[src/rtl/id_ex_hazard_stage_if.sv]
// Decode-to-execute bundle for the ID/EX register.
// Decode drives the *_D side; the stage drives the *_E side.
interface id_ex_hazard_stage_if #(
    parameter int XLEN = 32
);
    logic [XLEN-1:0] RD1_D;
    logic [XLEN-1:0] RD2_D;
    logic [XLEN-1:0] Imm_Ext_D;
    logic [XLEN-1:0] PCD;
    logic [XLEN-1:0] PCPlus4D;
    logic [4:0]      RS1_D;
    logic [4:0]      RS2_D;
    logic [4:0]      RD_D;
    logic            RegWriteD;
    logic [1:0]      ResultSrcD;
    logic            MemWriteD;
    logic            ALUSrcD;
    logic            BranchD;
    logic            JumpD;
    logic [2:0]      ALUControlD;

    logic [XLEN-1:0] RD1_E;
    logic [XLEN-1:0] RD2_E;
    logic [XLEN-1:0] Imm_Ext_E;
    logic [XLEN-1:0] PCE;
    logic [XLEN-1:0] PCPlus4E;
    logic [4:0]      RS1_E;
    logic [4:0]      RS2_E;
    logic [4:0]      RD_E;
    logic            RegWriteE;
    logic [1:0]      ResultSrcE;
    logic            MemWriteE;
    logic            ALUSrcE;
    logic            BranchE;
    logic            JumpE;
    logic [2:0]      ALUControlE;
    logic            ValidE;

    modport master (
        output RD1_D, RD2_D, Imm_Ext_D, PCD, PCPlus4D,
        output RS1_D, RS2_D, RD_D,
        output RegWriteD, ResultSrcD, MemWriteD,
        output ALUSrcD, BranchD, JumpD, ALUControlD,
        input  RD1_E, RD2_E, Imm_Ext_E, PCE, PCPlus4E,
        input  RS1_E, RS2_E, RD_E,
        input  RegWriteE, ResultSrcE, MemWriteE,
        input  ALUSrcE, BranchE, JumpE, ALUControlE,
        input  ValidE
    );

    modport slave (
        input  RD1_D, RD2_D, Imm_Ext_D, PCD, PCPlus4D,
        input  RS1_D, RS2_D, RD_D,
        input  RegWriteD, ResultSrcD, MemWriteD,
        input  ALUSrcD, BranchD, JumpD, ALUControlD,
        output RD1_E, RD2_E, Imm_Ext_E, PCE, PCPlus4E,
        output RS1_E, RS2_E, RD_E,
        output RegWriteE, ResultSrcE, MemWriteE,
        output ALUSrcE, BranchE, JumpE, ALUControlE,
        output ValidE
    );
endinterface

[src/rtl/id_ex_hazard_stage.sv]
// ID/EX pipeline register with load-use stall and
// control-flush generation plus bubble/flush counters.
module id_ex_hazard_stage #(
    parameter int XLEN  = 32,
    parameter int CNT_W = 32
) (
    input  logic                 clk,
    input  logic                 rst,
    id_ex_hazard_stage_if.slave  bus,
    input  logic                 PCSrcE,
    output logic                 StallF,
    output logic                 StallD,
    output logic                 FlushD,
    output logic                 FlushE,
    output logic [CNT_W-1:0]     BubbleCount,
    output logic [CNT_W-1:0]     FlushCount
);

    typedef struct packed {
        logic [XLEN-1:0] rd1;
        logic [XLEN-1:0] rd2;
        logic [XLEN-1:0] imm;
        logic [XLEN-1:0] pc;
        logic [XLEN-1:0] pc4;
        logic [4:0]      rs1;
        logic [4:0]      rs2;
        logic [4:0]      rd;
        logic            reg_write;
        logic [1:0]      result_src;
        logic            mem_write;
        logic            alu_src;
        logic            branch;
        logic            jump;
        logic [2:0]      alu_ctrl;
        logic            valid;
    } ex_t;

    ex_t  d_in;
    ex_t  e_q;
    logic lw_stall;

    assign d_in = {
        bus.RD1_D, bus.RD2_D, bus.Imm_Ext_D,
        bus.PCD, bus.PCPlus4D,
        bus.RS1_D, bus.RS2_D, bus.RD_D,
        bus.RegWriteD, bus.ResultSrcD,
        bus.MemWriteD, bus.ALUSrcD,
        bus.BranchD, bus.JumpD,
        bus.ALUControlD, 1'b1
    };

    // Load-use detect; a taken branch/jump overrides the stall.
    always_comb begin
        lw_stall = e_q.valid
                 && (e_q.result_src == 2'b01)
                 && (e_q.rd != 5'd0)
                 && ((e_q.rd == bus.RS1_D)
                  || (e_q.rd == bus.RS2_D));
        StallF = lw_stall & ~PCSrcE;
        StallD = lw_stall & ~PCSrcE;
        FlushD = PCSrcE;
        FlushE = lw_stall | PCSrcE;
    end

    // D->E register; a bubble zeroes every field, indices included.
    always_ff @(posedge clk or negedge rst) begin
        if (!rst) begin
            e_q <= '0;
        end else if (FlushE) begin
            e_q <= '0;
        end else begin
            e_q <= d_in;
        end
    end

    assign bus.RD1_E       = e_q.rd1;
    assign bus.RD2_E       = e_q.rd2;
    assign bus.Imm_Ext_E   = e_q.imm;
    assign bus.PCE         = e_q.pc;
    assign bus.PCPlus4E    = e_q.pc4;
    assign bus.RS1_E       = e_q.rs1;
    assign bus.RS2_E       = e_q.rs2;
    assign bus.RD_E        = e_q.rd;
    assign bus.RegWriteE   = e_q.reg_write;
    assign bus.ResultSrcE  = e_q.result_src;
    assign bus.MemWriteE   = e_q.mem_write;
    assign bus.ALUSrcE     = e_q.alu_src;
    assign bus.BranchE     = e_q.branch;
    assign bus.JumpE       = e_q.jump;
    assign bus.ALUControlE = e_q.alu_ctrl;
    assign bus.ValidE      = e_q.valid;

    // Saturating counters; a flush bubble is never counted as load-use.
    always_ff @(posedge clk or negedge rst) begin
        if (!rst) begin
            BubbleCount <= '0;
            FlushCount  <= '0;
        end else begin
            if (lw_stall && !PCSrcE && !(&BubbleCount))
                BubbleCount <= BubbleCount + CNT_W'(1);
            if (PCSrcE && !(&FlushCount))
                FlushCount <= FlushCount + CNT_W'(1);
        end
    end

endmodule

[src/flat_wrapper.sv]
// flat-port wrapper written by rule: the top's interface ports become plain ports
module id_ex_hazard_stage_flat 
#(
    parameter int XLEN  = 32,
    parameter int CNT_W = 32
)
  (clk, rst, PCSrcE, StallF, StallD, FlushD, FlushE, BubbleCount, FlushCount, bus_RD1_D, bus_RD2_D, bus_Imm_Ext_D, bus_PCD, bus_PCPlus4D, bus_RS1_D, bus_RS2_D, bus_RD_D, bus_RegWriteD, bus_ResultSrcD, bus_MemWriteD, bus_ALUSrcD, bus_BranchD, bus_JumpD, bus_ALUControlD, bus_RD1_E, bus_RD2_E, bus_Imm_Ext_E, bus_PCE, bus_PCPlus4E, bus_RS1_E, bus_RS2_E, bus_RD_E, bus_RegWriteE, bus_ResultSrcE, bus_MemWriteE, bus_ALUSrcE, bus_BranchE, bus_JumpE, bus_ALUControlE, bus_ValidE);
  id_ex_hazard_stage_if #(.XLEN(XLEN)) bus_i ();
  input  logic clk;
  input  logic rst;
  input  logic PCSrcE;
  output logic StallF;
  output logic StallD;
  output logic FlushD;
  output logic FlushE;
  output logic [CNT_W-1:0] BubbleCount;
  output logic [CNT_W-1:0] FlushCount;
  input wire logic [$bits(bus_i.RD1_D)-1:0] bus_RD1_D;
  input wire logic [$bits(bus_i.RD2_D)-1:0] bus_RD2_D;
  input wire logic [$bits(bus_i.Imm_Ext_D)-1:0] bus_Imm_Ext_D;
  input wire logic [$bits(bus_i.PCD)-1:0] bus_PCD;
  input wire logic [$bits(bus_i.PCPlus4D)-1:0] bus_PCPlus4D;
  input wire logic [$bits(bus_i.RS1_D)-1:0] bus_RS1_D;
  input wire logic [$bits(bus_i.RS2_D)-1:0] bus_RS2_D;
  input wire logic [$bits(bus_i.RD_D)-1:0] bus_RD_D;
  input wire logic [$bits(bus_i.RegWriteD)-1:0] bus_RegWriteD;
  input wire logic [$bits(bus_i.ResultSrcD)-1:0] bus_ResultSrcD;
  input wire logic [$bits(bus_i.MemWriteD)-1:0] bus_MemWriteD;
  input wire logic [$bits(bus_i.ALUSrcD)-1:0] bus_ALUSrcD;
  input wire logic [$bits(bus_i.BranchD)-1:0] bus_BranchD;
  input wire logic [$bits(bus_i.JumpD)-1:0] bus_JumpD;
  input wire logic [$bits(bus_i.ALUControlD)-1:0] bus_ALUControlD;
  output wire logic [$bits(bus_i.RD1_E)-1:0] bus_RD1_E;
  output wire logic [$bits(bus_i.RD2_E)-1:0] bus_RD2_E;
  output wire logic [$bits(bus_i.Imm_Ext_E)-1:0] bus_Imm_Ext_E;
  output wire logic [$bits(bus_i.PCE)-1:0] bus_PCE;
  output wire logic [$bits(bus_i.PCPlus4E)-1:0] bus_PCPlus4E;
  output wire logic [$bits(bus_i.RS1_E)-1:0] bus_RS1_E;
  output wire logic [$bits(bus_i.RS2_E)-1:0] bus_RS2_E;
  output wire logic [$bits(bus_i.RD_E)-1:0] bus_RD_E;
  output wire logic [$bits(bus_i.RegWriteE)-1:0] bus_RegWriteE;
  output wire logic [$bits(bus_i.ResultSrcE)-1:0] bus_ResultSrcE;
  output wire logic [$bits(bus_i.MemWriteE)-1:0] bus_MemWriteE;
  output wire logic [$bits(bus_i.ALUSrcE)-1:0] bus_ALUSrcE;
  output wire logic [$bits(bus_i.BranchE)-1:0] bus_BranchE;
  output wire logic [$bits(bus_i.JumpE)-1:0] bus_JumpE;
  output wire logic [$bits(bus_i.ALUControlE)-1:0] bus_ALUControlE;
  output wire logic [$bits(bus_i.ValidE)-1:0] bus_ValidE;
  assign bus_i.RD1_D = bus_RD1_D;
  assign bus_i.RD2_D = bus_RD2_D;
  assign bus_i.Imm_Ext_D = bus_Imm_Ext_D;
  assign bus_i.PCD = bus_PCD;
  assign bus_i.PCPlus4D = bus_PCPlus4D;
  assign bus_i.RS1_D = bus_RS1_D;
  assign bus_i.RS2_D = bus_RS2_D;
  assign bus_i.RD_D = bus_RD_D;
  assign bus_i.RegWriteD = bus_RegWriteD;
  assign bus_i.ResultSrcD = bus_ResultSrcD;
  assign bus_i.MemWriteD = bus_MemWriteD;
  assign bus_i.ALUSrcD = bus_ALUSrcD;
  assign bus_i.BranchD = bus_BranchD;
  assign bus_i.JumpD = bus_JumpD;
  assign bus_i.ALUControlD = bus_ALUControlD;
  assign bus_RD1_E = bus_i.RD1_E;
  assign bus_RD2_E = bus_i.RD2_E;
  assign bus_Imm_Ext_E = bus_i.Imm_Ext_E;
  assign bus_PCE = bus_i.PCE;
  assign bus_PCPlus4E = bus_i.PCPlus4E;
  assign bus_RS1_E = bus_i.RS1_E;
  assign bus_RS2_E = bus_i.RS2_E;
  assign bus_RD_E = bus_i.RD_E;
  assign bus_RegWriteE = bus_i.RegWriteE;
  assign bus_ResultSrcE = bus_i.ResultSrcE;
  assign bus_MemWriteE = bus_i.MemWriteE;
  assign bus_ALUSrcE = bus_i.ALUSrcE;
  assign bus_BranchE = bus_i.BranchE;
  assign bus_JumpE = bus_i.JumpE;
  assign bus_ALUControlE = bus_i.ALUControlE;
  assign bus_ValidE = bus_i.ValidE;
  id_ex_hazard_stage #(.XLEN(XLEN), .CNT_W(CNT_W)) u_core (.clk(clk), .rst(rst), .bus(bus_i), .PCSrcE(PCSrcE), .StallF(StallF), .StallD(StallD), .FlushD(FlushD), .FlushE(FlushE), .BubbleCount(BubbleCount), .FlushCount(FlushCount));
endmodule
[config.mk]
export PLATFORM = sky130hd
export DESIGN_NAME = id_ex_hazard_stage_flat
export DESIGN_NICKNAME = d
export VERILOG_FILES = /design/src/rtl/id_ex_hazard_stage_if.sv /design/src/rtl/id_ex_hazard_stage.sv /design/src/flat_wrapper.sv
export SDC_FILE = /design/constraint.sdc
export NUM_CORES = 1
export LEC_CHECK = 0
export CORE_AREA = 2 2 173 175
export CTS_CLUSTER_DIAMETER = 100
export DETAILED_ROUTE_END_ITERATION = 12
export DIE_AREA = 0 0 175 177
export PLACE_DENSITY = 0.68
export SETUP_SLACK_MARGIN = 0.05
export SKIP_CTS_REPAIR_TIMING = 1
export SYNTH_ARGS = -nofsm -noshare
export SYNTH_HDL_FRONTEND = slang
export SYNTH_SLANG_ARGS = --single-unit
[constraint.sdc]
create_clock -name clk -period 5.5 [get_ports clk]
set_input_delay 1.65 -clock clk [delete_from_list [all_inputs] [get_ports clk]]
set_output_delay 1.65 -clock clk [all_outputs]
set_load 0.05 [all_outputs]
==> summary.md, run 1 <==
| Metric | Value |
|---|---|
| Mapped Cells | `700` |
| Fin nets | `1340` |
| Mux contribution to synthesized area | `0.00124` |
| Dpl hpwl | `19.4 mm` |
| WL final | `26.4 mm` |
| Htree depth | `1` |
| Reg-to-Reg Start | `u_core.BubbleCount[0]` |
| Most Frequent Cell on Critical Path | `nor2_1` |
| 1st-pass router iterations | `4` |
| WL/cell | `16.9 um` |
| Max-slew violations | `0` |
| Register area share after synthesis | `0.687` |
| Ports | `442` |
| Mapped Nets | `890` |
| Drc violations | `0` |
| GRT overflow | `0` |
| Maximum vdd drop | `0.224 mV` |
| CTS sink cnt | `250` |
| CP Cell Sequence | `clkdlybuf4s50_1, xor2_1, nor2_1, a22oi_1, nor2_1, nor2_4, inv_1, buf_4` |
| Die Y | `177 um` |
| First-pass GRT wire length | `40.4 mm` |
| Final Hold Vio Count | `0` |
| Status | `completed` |
| RSZ-0062 raised after global routing | `no` |
| Vias in the first global route | `7117` |
| Cell area after layout | `15000 sq um` |
| WP data required | `3.85 ns` |
| Setup TNS | `0 ns` |
| Post-synth top area share | `0.687` |
| Setup WS post-layout | `0.412 ns` |
| Endpoints failing setup | `0` |
| Area of the mapped netlist | `9110 sq um` |
| Post-route ant nets | `0` |
| Worst hold-check path type | `register to register` |
| Slew margin rel. | `0.395` |
| Slowest CP cell | `clkdlybuf4s50_1` |
| Setup crit end kind | `output pin` |
| Clock buffer depth | `3` |
| Num CTS Buffers | `29` |
| Hold path start | `u_core.BubbleCount[17]` |
| Reg clk slew, reported paths | `0.06 ns` |
| Die Wd | `175 um` |
| Placed instance area | `13900 sq um` |
| Yosys cell types | `33` |
| Post-synth EDFFs | `0` |
| DRT iter0 DRCs | `420` |
| Max Cap Viol | `0` |
| Most frequent cell after synthesis | `dfrtp_1` |
| Post-Synth XOR/XNOR Area | `0.0663` |
| Antenna violations before repair | `1` |
| YS warnings | `0` |
| Largest family of logic cells by synthesized area | `simple AND/OR/NAND/NOR gates` |
| Bufs and invs on worst path | `3` |
| CP Launch Point | `bus_RS1_D[1]` |
| Family with the most delay on the worst path | `buffers and inverters` |
| Worst slew pin tran | `0.904 ns` |
| Vias per inst | `4.35` |
| CTS tree | `done` |
| Leak pwr | `6.57 nW` |
| Largest net degree at the start of global routing | `187` |
| Post-synth top cells | `dfrtp_1, and2_1, xnor2_1, nand2_1` |
| Number of antenna diodes | `0` |
| Routability Congestion | `0.864` |
| Fillers | `2550` |
| Hold path depth | `1` |
| Die Area | `31000 sq um` |
| Clock Skew | `0.0126 ns` |
| Synth top area cells | `dfrtp_1, and2_1, xnor2_1, xor2_1, nand4_1` |
| Vias | `6780` |
| Overall Global Routing Usage | `0.168` |
| Fraction of layout cells with a size suffix above 1 | `0.0538` |
| Port bufs | `441` |
| CTS root buf | `clkbuf_16` |
| Syn_area_per_cell | `13.0 sq um` |
| Pwr Density | `332 nW/um^2` |
| Top_reg_cell synth | `dfrtp_1` |
| Final Critical Period | `5.09 ns` |
| Area added between synthesis and finish | `64.7%` |
| Core area | `29200 sq um` |
| R2r worst-path depth | `6` |
| Seq cells post-synth | `250` |
| Initial Utilization | `0.311` |
| CP Max Fanout | `3` |
| CP Launch Type | `input pin` |
| CP Data Arrival Time | `3.44 ns` |
| Crit Path Class | `input pin to output pin` |
| WP depth | `8` |
| Worst-Skew Late Latency | `0.54 ns` |
| Post-synthesis compound-gate area fraction | `0.00632` |
| Max Fclk | `197 MHz` |
| FFs w/ async S/R, synth | `1.00` |
| Max stage delay on crit path | `0.50 ns` |
| Final period util | `0.925` |
| Pre-CTS WS | `0.422 ns` |
| Simple-gate share of the synthesized area | `0.216` |
| Final Util | `0.513` |
| Row count | `63` |
| Top cell type by total area after synthesis | `dfrtp_1` |
| Adder-Cell Fraction of Synth Area | `0.00275` |
[kinds of logic after synthesis]
logic type | count (synthesis)
XOR/XNOR | 69
AND/OR/NAND/NOR | 335
multiplexers | 1
buffers and inverters | 34
flip-flops | 250
adder cells (fa/ha/maj) | 2
AO/OA/AOI/OAI | 9
[metrics by stage]
stage / power (mW) / cells / hold WS [ns]
floorplan: 2.47 / 700 / 0.762
global placement: 2.89 / 1509 / 0.477
detailed placement: 2.90 / 1509 / 0.479
CTS: 5.06 / 1560 / 0.487
global route: 5.18 / 1560 / 0.507
finish: 4.98 / 1560 / 0.484
[layout by cell type (no fill, tap or decap), types with 2 or more instances in the layout]
master	n
o21ai_0	3
xnor2_1	44
nand3_1	26
and4_1	8
bufinv_16	7
nor3_1	6
a21oi_1	2
ha_1	2
clkdlybuf4s50_1	437
clkbuf_16	29
clkbuf_1	3
nor2_1	26
clkbuf_8	7
xor2_1	25
nand4_1	24
buf_4	4
dfrtp_1	250
nand2_1	28
and2_1	190
clkinv_2	4
buf_12	4
inv_1	7
and3_1	18
[state kept, by name, summed over array words and instances (netlist names), 2 cells and up]
signal	count
u_core.bus.ResultSrcE	2
u_core.bus.PCE	32
u_core.bus.RS2_E	5
u_core.BubbleCount	32
u_core.bus.RD2_E	32
u_core.bus.PCPlus4E	32
u_core.bus.RD_E	5
u_core.bus.RS1_E	5
u_core.FlushCount	32
u_core.bus.RD1_E	32
u_core.bus.ALUControlE	3
u_core.bus.Imm_Ext_E	32
[metal layers]
layer,global-route usage,vias up,wire [um]
met3,0.0599,75,2550
met1,0.192,3251,9640
li1,-,3155,-
met5,0,-,12
met4,0.0726,2,1180
met2,0.285,297,13000
[area by class of cell]
cell class | count | area (sq um) | share of cell area
clock inverter | 12 | 238 | 0.0158
timing repair buffer | 446 | 4500 | 0.300
sequential | 250 | 6260 | 0.417
tap | 390 | 488 | 0.0325
clock buffer | 39 | 833 | 0.0555
multi-input combinational | 416 | 2660 | 0.177
inverter | 7 | 26.3 | 0.00175
[worst paths after layout]
check | endpoint | slack [ns]
worst max-delay path | FlushE | 0.41
worst min-delay path | u_core.BubbleCount[17] | 0.48
worst max register to register | u_core.BubbleCount[1] | 2.93
worst min register to register | u_core.BubbleCount[17] | 0.48
max in group asynchronous | u_core.bus.PCE[31] | 3.30
min in group asynchronous | u_core.BubbleCount[16] | 1.10
[power breakdown]
| group | internal (mW) | total [mW] | switching, mW |
|---|---|---|---|
| sequential | 1.93 | 1.99 | 0.0590 |
| clock | 1.38 | 2.13 | 0.751 |
| combinational | 0.338 | 0.859 | 0.521 |
| total | 3.65 | 4.98 | 1.33 |
[worst reg2reg max path: stages, from the launching register on]
cell	delay, ns
dfrtp_1	0.45
ha_1	0.23
and3_1	0.22
and3_1	0.26
and4_4	0.19
nor3_4	0.69
mux2_2	0.42
Power figures use the tool's default switching activity.
==> inputs of run 2 (changes only) <==
Clock period 5.5 ns to 6.34 ns, I/O delays scaled along.
==> run 2 against run 1 <==
Sequential cell count unchanged. Core utilization down 0.54 points. First-iteration DRC count down 28%. Clock-buffer cell count rose by 5. Setup slack better by 0.27 ns. Via count shrank 1.8%. Clock power is 23% lower. Critical endpoint unchanged. Largest cell class unchanged. Largest power group is now registers.
==> summary.md, run 2 (synthesis results as in run 1) <==
| Metric | Value |
|---|---|
| CTS root buf | `clkbuf_16 (unchanged)` |
| CP Data Arrival Time | `3.76 ns (was 3.44 ns)` |
| Switching Share | `0.276 (was 0.267)` |
| Reg clk slew, reported paths | `0.05 ns (was 0.06 ns)` |
| Area added between synthesis and finish | `63.0% (was 64.7%)` |
| Core area | `29200 sq um (unchanged)` |
| Finished Layout Cells | `1560 (unchanged)` |
| Endpoints failing setup | `0 (unchanged)` |
| Die Y | `177 um (unchanged)` |
| Worst R2R Setup Slack | `3.74 ns (was 2.93 ns)` |
| Crit Path Class | `input pin to output pin (unchanged)` |
| Fraction of layout cells with a size suffix above 1 | `0.0488 (was 0.0538)` |
| Max Fclk | `177 MHz` |
| Worst hold-check path type | `register to register (unchanged)` |
| Leak pwr | `6.49 nW (was 6.57 nW)` |
| Final period util | `0.893` |
| Die Area | `31000 sq um (unchanged)` |
| Pre-CTS WS | `0.721 ns (was 0.422 ns)` |
| Final Critical Period | `5.66 ns` |
| Die Wd | `175 um (unchanged)` |
| Routability Congestion | `0.854 (was 0.864)` |
| Antenna violations before repair | `2 (was 1)` |
| Vias in the first global route | `6973 (was 7117)` |
| Drc violations | `0 (unchanged)` |
| CP Max Fanout | `3 (unchanged)` |
| Fin nets | `1339 (was 1340)` |
| Max-slew violations | `0 (unchanged)` |
| Total power | `4.10 mW (was 4.98 mW)` |
| Placed Cells | `1508 (was 1509)` |
| WP data required | `4.44 ns (was 3.85 ns)` |
| Post-route ant nets | `0 (unchanged)` |
| Setup WS post-layout | `0.679 ns (was 0.412 ns)` |
| Commonest non-fill, non-tap cell in the layout | `clkdlybuf4s50_1 (unchanged)` |
| Worst slew pin tran | `0.914 ns (was 0.904 ns)` |
| Most frequent cells in the layout | `clkdlybuf4s50_1, dfrtp_1, and2_1 (unchanged)` |
| CTS tree | `done (unchanged)` |
| Clock Skew | `0.00702 ns (was 0.0126 ns)` |
| Ports | `442 (unchanged)` |
| DRT iter0 DRCs | `301 (was 420)` |
| Placed instance area | `13900 sq um (about the same)` |
| Htree depth | `1 (unchanged)` |
| Max Cap Viol | `0 (unchanged)` |
| Reg power frac | `0.421 (was 0.400)` |
| Initial Utilization | `0.311 (unchanged)` |
| Vias per inst | `4.27 (was 4.35)` |
| WHS | `0.496 ns (was 0.484 ns)` |
| Row count | `63 (unchanged)` |
| Slew margin rel. | `0.389 (was 0.395)` |
| Combinational power share | `0.181 (was 0.172)` |
| Clock power frac | `0.397 (was 0.428)` |
| Final Util | `0.508 (was 0.513)` |
| Vias | `6659 (was 6780)` |
| WL/cell | `17.0 um (was 16.9 um)` |
| CP Launch Type | `input pin (unchanged)` |
| WL final | `26.5 mm (was 26.4 mm)` |
| Port bufs | `441 (unchanged)` |
| Switching pwr | `1.13 mW (was 1.33 mW)` |
| First-pass GRT wire length | `40.2 mm (was 40.4 mm)` |
| Worst-Skew Late Latency | `0.53 ns (was 0.54 ns)` |
| Clock buffer depth | `3 (unchanged)` |
| Setup crit end kind | `output pin (unchanged)` |
| Cell area after layout | `14800 sq um (was 15000 sq um)` |
| RSZ-0062 raised after global routing | `no (unchanged)` |
| Final Hold Vio Count | `0 (unchanged)` |
| Largest net degree at the start of global routing | `187 (unchanged)` |
| GRT overflow | `0 (unchanged)` |
| Overall Global Routing Usage | `0.168 (about the same)` |
| Pwr Density | `276 nW/um^2 (was 332 nW/um^2)` |
| P_int | `2.97 mW (was 3.65 mW)` |
| CTS sink cnt | `250 (unchanged)` |
| 1st-pass router iterations | `4 (unchanged)` |
| Setup TNS | `0 ns (unchanged)` |
| Num CTS Buffers | `29 (unchanged)` |
| Dpl hpwl | `19.5 mm (was 19.4 mm)` |
| Maximum vdd drop | `0.216 mV (was 0.224 mV)` |
| Status | `completed (unchanged)` |
## run 2: cell types whose count changed in the layout (fill, tap and decap cells not counted)
cell and change:
diode_2 +1, bufinv_16 -5, clkbuf_1 +5, buf_4 +1
clkinvlp_4 +1, buf_12 -2, clkinv_2 -1
## run 2: path summary, 6_finish.rpt
check,from,to,cells past startpoint
setup / recovery,bus_RS1_D[0],FlushE,8
hold / removal,u_core.BubbleCount[9],u_core.BubbleCount[9],1
setup reg to reg,u_core.bus.RD_E[0],u_core.bus.RD1_E[11],6
hold reg to reg,u_core.BubbleCount[9],u_core.BubbleCount[9],1
max in group asynchronous,rst,u_core.bus.PCE[13],2
min in group asynchronous,rst,u_core.bus.RS2_E[1],1
## run 2: critical path, stage by stage
cell             delay [ns]
clkdlybuf4s50_1        0.50
xor2_1                 0.18
nor3_1                 0.07
a22oi_1                0.45
nor2_1                 0.15
nor2_4                 0.23
inv_1                  0.07
buf_4                  0.19
## run 2: final cells by class
class	count	area (sq um)
Inverter	7	26.3
Timing Repair Buffer	445	4470
Clock inverter	7	90.1
Clock buffer	44	852
Multi-Input combinational cell	416	2660
Tap cell	390	488
Antenna cell	1	2.50
Sequential cell	250	6260
Fill cell	2584	14400
## run 2: power groups by stage
stage	sequential, mW	combinational (mW)	clock (mW)
6_report	1.73	0.744	1.63
2_1_floorplan	2.05	0.0975	0
5_1_grt	1.74	0.784	1.75
3_5_place_dp	1.76	0.754	0
3_3_place_gp	1.75	0.749	0
4_1_cts	1.73	0.757	1.68
## run 2: layer usage
metal	vias up	global-route usage	wire, um
met5	-	0	13
met4	2	0.0549	806
met3	58	0.0631	2380
met2	272	0.291	13300
met1	3172	0.191	9910
li1	3155	-	-
